<file path="src/rtl/comporta_controle.sv">
// Floodgate controller: drives the gate one step per interval toward a selectable
// opening, closes it when the request drops, and fast-closes on emergency.
module comporta_controle #(
  parameter int POS_W    = 4,
  parameter int POS_MAX  = 15,
  parameter int INTERVAL = 50,
  parameter int INT_W    = 6
) (
  input  logic             clock,
  input  logic             reset,
  input  logic             abrirComporta,
  input  logic [POS_W-1:0] nivelAlvo,
  input  logic             emergencia,
  output logic [POS_W-1:0] posicao,
  output logic             passo,
  output logic             sentido,
  output logic             movendo,
  output logic             fechada,
  output logic             noAlvo,
  output logic [3:0]       dbEstado
);

  typedef enum logic [2:0] {
    INICIAL          = 3'd0,
    PREPARA          = 3'd1,
    MUDA_POSICAO     = 3'd2,
    ESPERA_INTERVALO = 3'd3,
    ESPERA_FECHAR    = 3'd4,
    EMERGENCIA       = 3'd5
  } estado_t;

  localparam logic [POS_W-1:0] POS_LIM = POS_W'(POS_MAX);
  localparam logic [INT_W-1:0] CNT_FIM = INT_W'(INTERVAL - 1);

  estado_t          estado, proxEstado;
  logic [INT_W-1:0] contador, proxContador;
  logic [POS_W-1:0] proxPosicao, alvo;
  logic             sobe, desce;

  // Goal: emergency forces closed, otherwise the clamped request level.
  always_comb begin
    alvo = '0;
    if (!emergencia && abrirComporta)
      alvo = (nivelAlvo > POS_LIM) ? POS_LIM : nivelAlvo;
  end

  assign sobe  = (alvo > posicao) && (posicao != POS_LIM);
  assign desce = (alvo < posicao) && (posicao != '0);

  always_comb begin
    proxEstado   = estado;
    proxPosicao  = posicao;
    proxContador = contador;
    passo        = 1'b0;
    sentido      = 1'b0;
    case (estado)
      INICIAL: begin
        // Compare against posicao so a recovered illegal state still homes out.
        if (alvo != posicao) proxEstado = PREPARA;
      end
      PREPARA: begin
        proxContador = '0;
        proxEstado   = MUDA_POSICAO;
      end
      MUDA_POSICAO: begin
        if (sobe) begin
          proxPosicao = posicao + 1'b1;
          passo       = 1'b1;
          sentido     = 1'b1;
        end else if (desce) begin
          proxPosicao = posicao - 1'b1;
          passo       = 1'b1;
        end
        proxContador = '0;
        proxEstado   = ESPERA_INTERVALO;
      end
      ESPERA_INTERVALO: begin
        if (emergencia) begin
          proxEstado = EMERGENCIA;
        end else if (contador == CNT_FIM) begin
          proxContador = '0;
          if (posicao != alvo)    proxEstado = MUDA_POSICAO;
          else if (posicao == '0) proxEstado = INICIAL;
          else                    proxEstado = ESPERA_FECHAR;
        end else begin
          proxContador = contador + 1'b1;
        end
      end
      ESPERA_FECHAR: begin
        if (emergencia)           proxEstado = EMERGENCIA;
        else if (alvo != posicao) proxEstado = MUDA_POSICAO;
      end
      EMERGENCIA: begin
        if (posicao != '0) begin
          proxPosicao = posicao - 1'b1;
          passo       = 1'b1;
        end else begin
          proxEstado = INICIAL;
        end
      end
      default: proxEstado = INICIAL;
    endcase
  end

  always_ff @(posedge clock) begin
    if (reset) begin
      estado   <= INICIAL;
      posicao  <= '0;
      contador <= '0;
    end else begin
      estado   <= proxEstado;
      posicao  <= proxPosicao;
      contador <= proxContador;
    end
  end

  assign movendo = (estado == PREPARA) || (estado == MUDA_POSICAO) ||
                   (estado == ESPERA_INTERVALO) || (estado == EMERGENCIA);
  assign fechada = (estado == INICIAL);
  assign noAlvo  = ((estado == INICIAL) || (estado == ESPERA_FECHAR)) && (posicao == alvo);

  always_comb begin
    case (estado)
      INICIAL, PREPARA, MUDA_POSICAO, ESPERA_INTERVALO, ESPERA_FECHAR, EMERGENCIA:
        dbEstado = {1'b0, estado};
      default: dbEstado = 4'b1111;
    endcase
  end

endmodule
</file>
<file path="config.mk">
export PLATFORM = sky130hd
export DESIGN_NAME = comporta_controle
export DESIGN_NICKNAME = d
export VERILOG_FILES = /design/src/rtl/comporta_controle.sv
export SDC_FILE = /design/constraint.sdc
export NUM_CORES = 1
export LEC_CHECK = 0
export ABC_AREA = 1
export CAP_MARGIN = 20
export CORE_MARGIN = 4
export CORE_UTILIZATION = 55
export DETAILED_ROUTE_END_ITERATION = 12
export DONT_BUFFER_PORTS = 1
export PLACE_DENSITY = 0.73
export SLEW_MARGIN = 40
export SYNTH_ARGS = -nofsm -noshare
export SYNTH_HDL_FRONTEND = slang
export SYNTH_SLANG_ARGS = --single-unit
</file>
<file path="constraint.sdc">
create_clock -name clock -period 4.2 [get_ports clock]
set_clock_uncertainty 0.1 [all_clocks]
set_input_delay 0.63 -clock clock [delete_from_list [all_inputs] [get_ports clock]]
set_output_delay 0.63 -clock clock [all_outputs]
set_load 0.05 [all_outputs]
</file>
==> impl_metrics.ini <==
[cts]
worstSkewPairLatency_ns = 0.27
cts.sinks = 13
clock_tree_from_tritoncts = done
clk_root_buffer_cell = sky130_fd_sc_hd__clkbuf_4
post_cts_setup_repair_buffer_count = 0
cts-buffers-inserted = 3
clk_pin_slew_ns = 0.08
post_cts.resized_instances = 0
cts-hold-fix-buffers = 0
cts_htree_levels = 1
max-clock-path-buffers = 2

[worst_setup_path]
critPathArrivalTime_ns = 2.61
timing.critical_path.slowest_stage_cell = sky130_fd_sc_hd__dfxtp_1
startpoint_types = flop
critical_path.n_buffers_inverters = 2
largest_fanout_on_the_critical_path = 5
critical_path.top_delay_family = simple AND/OR/NAND/NOR gates
setup.worst_path.end_class = output port
worst_ep_required_time_ns = 3.47
timing.critical_path.slowest_cell_delay_ns = 0.76
category_of_the_critical_setup_timing_path = flop to output port
path_cells = inv_2 -> ha_1 -> nand2_1 -> nor2_2 -> inv_1 -> nor2_1

[power]
max-vdd-ir-drop_mv = 0.412
power.static_leakage_nw = 0.580
power.density_nw_per_um2 = 684

[global_routing]
grt.overflow.total = 0
grt_first_pass_wirelength_um = 4050
grt_max_degree = 10
grt_pass1_vias = 961
grtUsageTotal = 0.189
antenna_found_initial = 0

[die]
die_footprint_um2 = 2870
io-pin-count = 21
core-area_um2 = 1960
initial_utilization = 0.582
die_width_um = 53.6
die-height_um = 53.6
number_of_placement_rows = 16

[logic_synthesis]
yosys_register_bits = 13
synthArstFlopShare = 0
synth.top_cells.by_count = sky130_fd_sc_hd__nand2_1 (39), sky130_fd_sc_hd__inv_1 (25), sky130_fd_sc_hd__nor2_1 (23)
synthesis.nets = 191
ys.flop_type = sky130_fd_sc_hd__dfxtp_1
mapped_cell_area_um2 = 1140
synth_cells = 175
synth_edf_count = 0
synthesis.yosys.warnings = 0
synthDominantAreaCellType = sky130_fd_sc_hd__dfxtp_1
synth.distinct_cells = 29
synth.area.top_cells = sky130_fd_sc_hd__dfxtp_1 (23%), sky130_fd_sc_hd__nand2_1 (13%), sky130_fd_sc_hd__ha_1 (8.8%)
synth_area_per_cell_um2 = 6.53
yosysMostFrequentCell = sky130_fd_sc_hd__nand2_1
synth_sequential_area_ratio = 0.228
post-synth-top-area-fraction = 0.228

[timing]
fmax_ghz = 0.299
fin_worst_hold_slack_ns = 0.316
timing_worst_slew_pin_value_ns = 0.889
final_min_period_over_clock_period = 0.796
min_period_ns = 3.34
unrepaired_setup_endpoints_after_global_routing = false
relative_slew_slack = 0.405
totalNegativeSetupSlack_ns = 0
hold_viol = 0
final_max_slew_viol_count = 0
timing.final.setup_violations = 0

[route]
drtAntennaViolNets = 0
routed_wirelength_um = 2380
detailroute.via_count = 1050
remaining_drc_errors = 0
initialDrtViolationCount = 13
vias_per_cell = 5.17
routed_wire_length_per_instance_um = 11.7
firstDrtPassIters = 4

[layout]
fillCellCount = 207
utilization = 0.607
finalInstanceArea_um2 = 1190
nets = 193
post_route_cells_drive_above_1_share = 0.165
area_growth_pct = 4.16
antenna_cells = 0

[flow_run]
drv_cap = 0

[place]
finalWeightedCongestion = 0.861
post-dp-hpwl_um = 1980
port_buffers = 0
placement.cell_area_um2 = 1160

[run_status]
run_status = completed

[worst_hold_path]
min_delay_worst_type = input pin to flop
-- logic make-up after synthesis --
group,share of synthesized area
and+or+nand+nor,0.425
buffers and inverters,0.133
AOI/OAI and AO/OA,0.0887
DFF,0.228
adders and majority gates,0.0876
xor gates and xnor gates,0.0383
-- per-layer routing --
layer | global-route usage | vias to the layer above | routed length (µm)
li1 | - | 556 | -
met1 | 0.228 | 466 | 1070
met2 | 0.339 | 24 | 1210
met3 | 0.0194 | 4 | 69
met4 | 0.0766 | 0 | 31
met5 | 0 | - | 0
-- final timing paths --
path | startpoint | end | slack, ns | depth (start not counted)
max | posicao[3] | noAlvo | 0.86 | 6
min | reset | contador[5] | 0.32 | 1
max reg2reg | posicao[3] | posicao[1] | 1.71 | 9
min reg2reg | contador[5] | contador[5] | 0.39 | 2
-- worst register-to-register path: cells and delay by family (launching register included) --
kind                       cells  cell delay, ns
DFF                            1            0.76
adders and majority gates      1            0.35
buffers and inverters          2            0.22
and+or+nand+nor                5            0.77
AOI/OAI and AO/OA              1            0.21
-- cell type report --
| type | count | area [µm²] | share of cell area |
|---|---|---|---|
| clock buffers | 4 | 26.3 | 0.0221 |
| inverters | 32 | 125 | 0.105 |
| multi-input cells | 126 | 737 | 0.619 |
| flip-flops and latches | 13 | 260 | 0.219 |
| well taps | 27 | 33.8 | 0.0284 |
| repair buffers | 1 | 7.51 | 0.00631 |
-- placed cells by master (no fill, tap or decap), types with 4 or more instances in the layout --
cell	n
sky130_fd_sc_hd__nor2_1	22
sky130_fd_sc_hd__a21oi_1	7
sky130_fd_sc_hd__nand3_1	8
sky130_fd_sc_hd__xor2_1	4
sky130_fd_sc_hd__nand4_1	8
sky130_fd_sc_hd__inv_1	25
sky130_fd_sc_hd__ha_1	8
sky130_fd_sc_hd__dfxtp_1	13
sky130_fd_sc_hd__nor2_2	5
sky130_fd_sc_hd__nand2_1	39
sky130_fd_sc_hd__inv_2	5
-- stage by stage --
step                      cells  power [mW]  setup slack (ns)
after floorplan             175       0.663              1.28
after global placement      199       0.723              1.18
after detailed placement    199       0.740              1.15
after CTS                   203       0.817             0.851
after global routing        203       0.875             0.743
final                       203       0.814             0.856
-- power breakdown --
part	total [mW]	switching, mW	internal, mW
Combinational	0.514	0.382	0.132
Sequential	0.226	0.0820	0.144
Clock	0.0741	0.0373	0.0368
-- sequential cells by signal, indices dropped and copies added, names as in the netlist --
| signal | cells |
|---|---|
| posicao | 4 |
| contador | 6 |
| estado | 3 |
No activity file was read; power rests on OpenSTA's default activity.
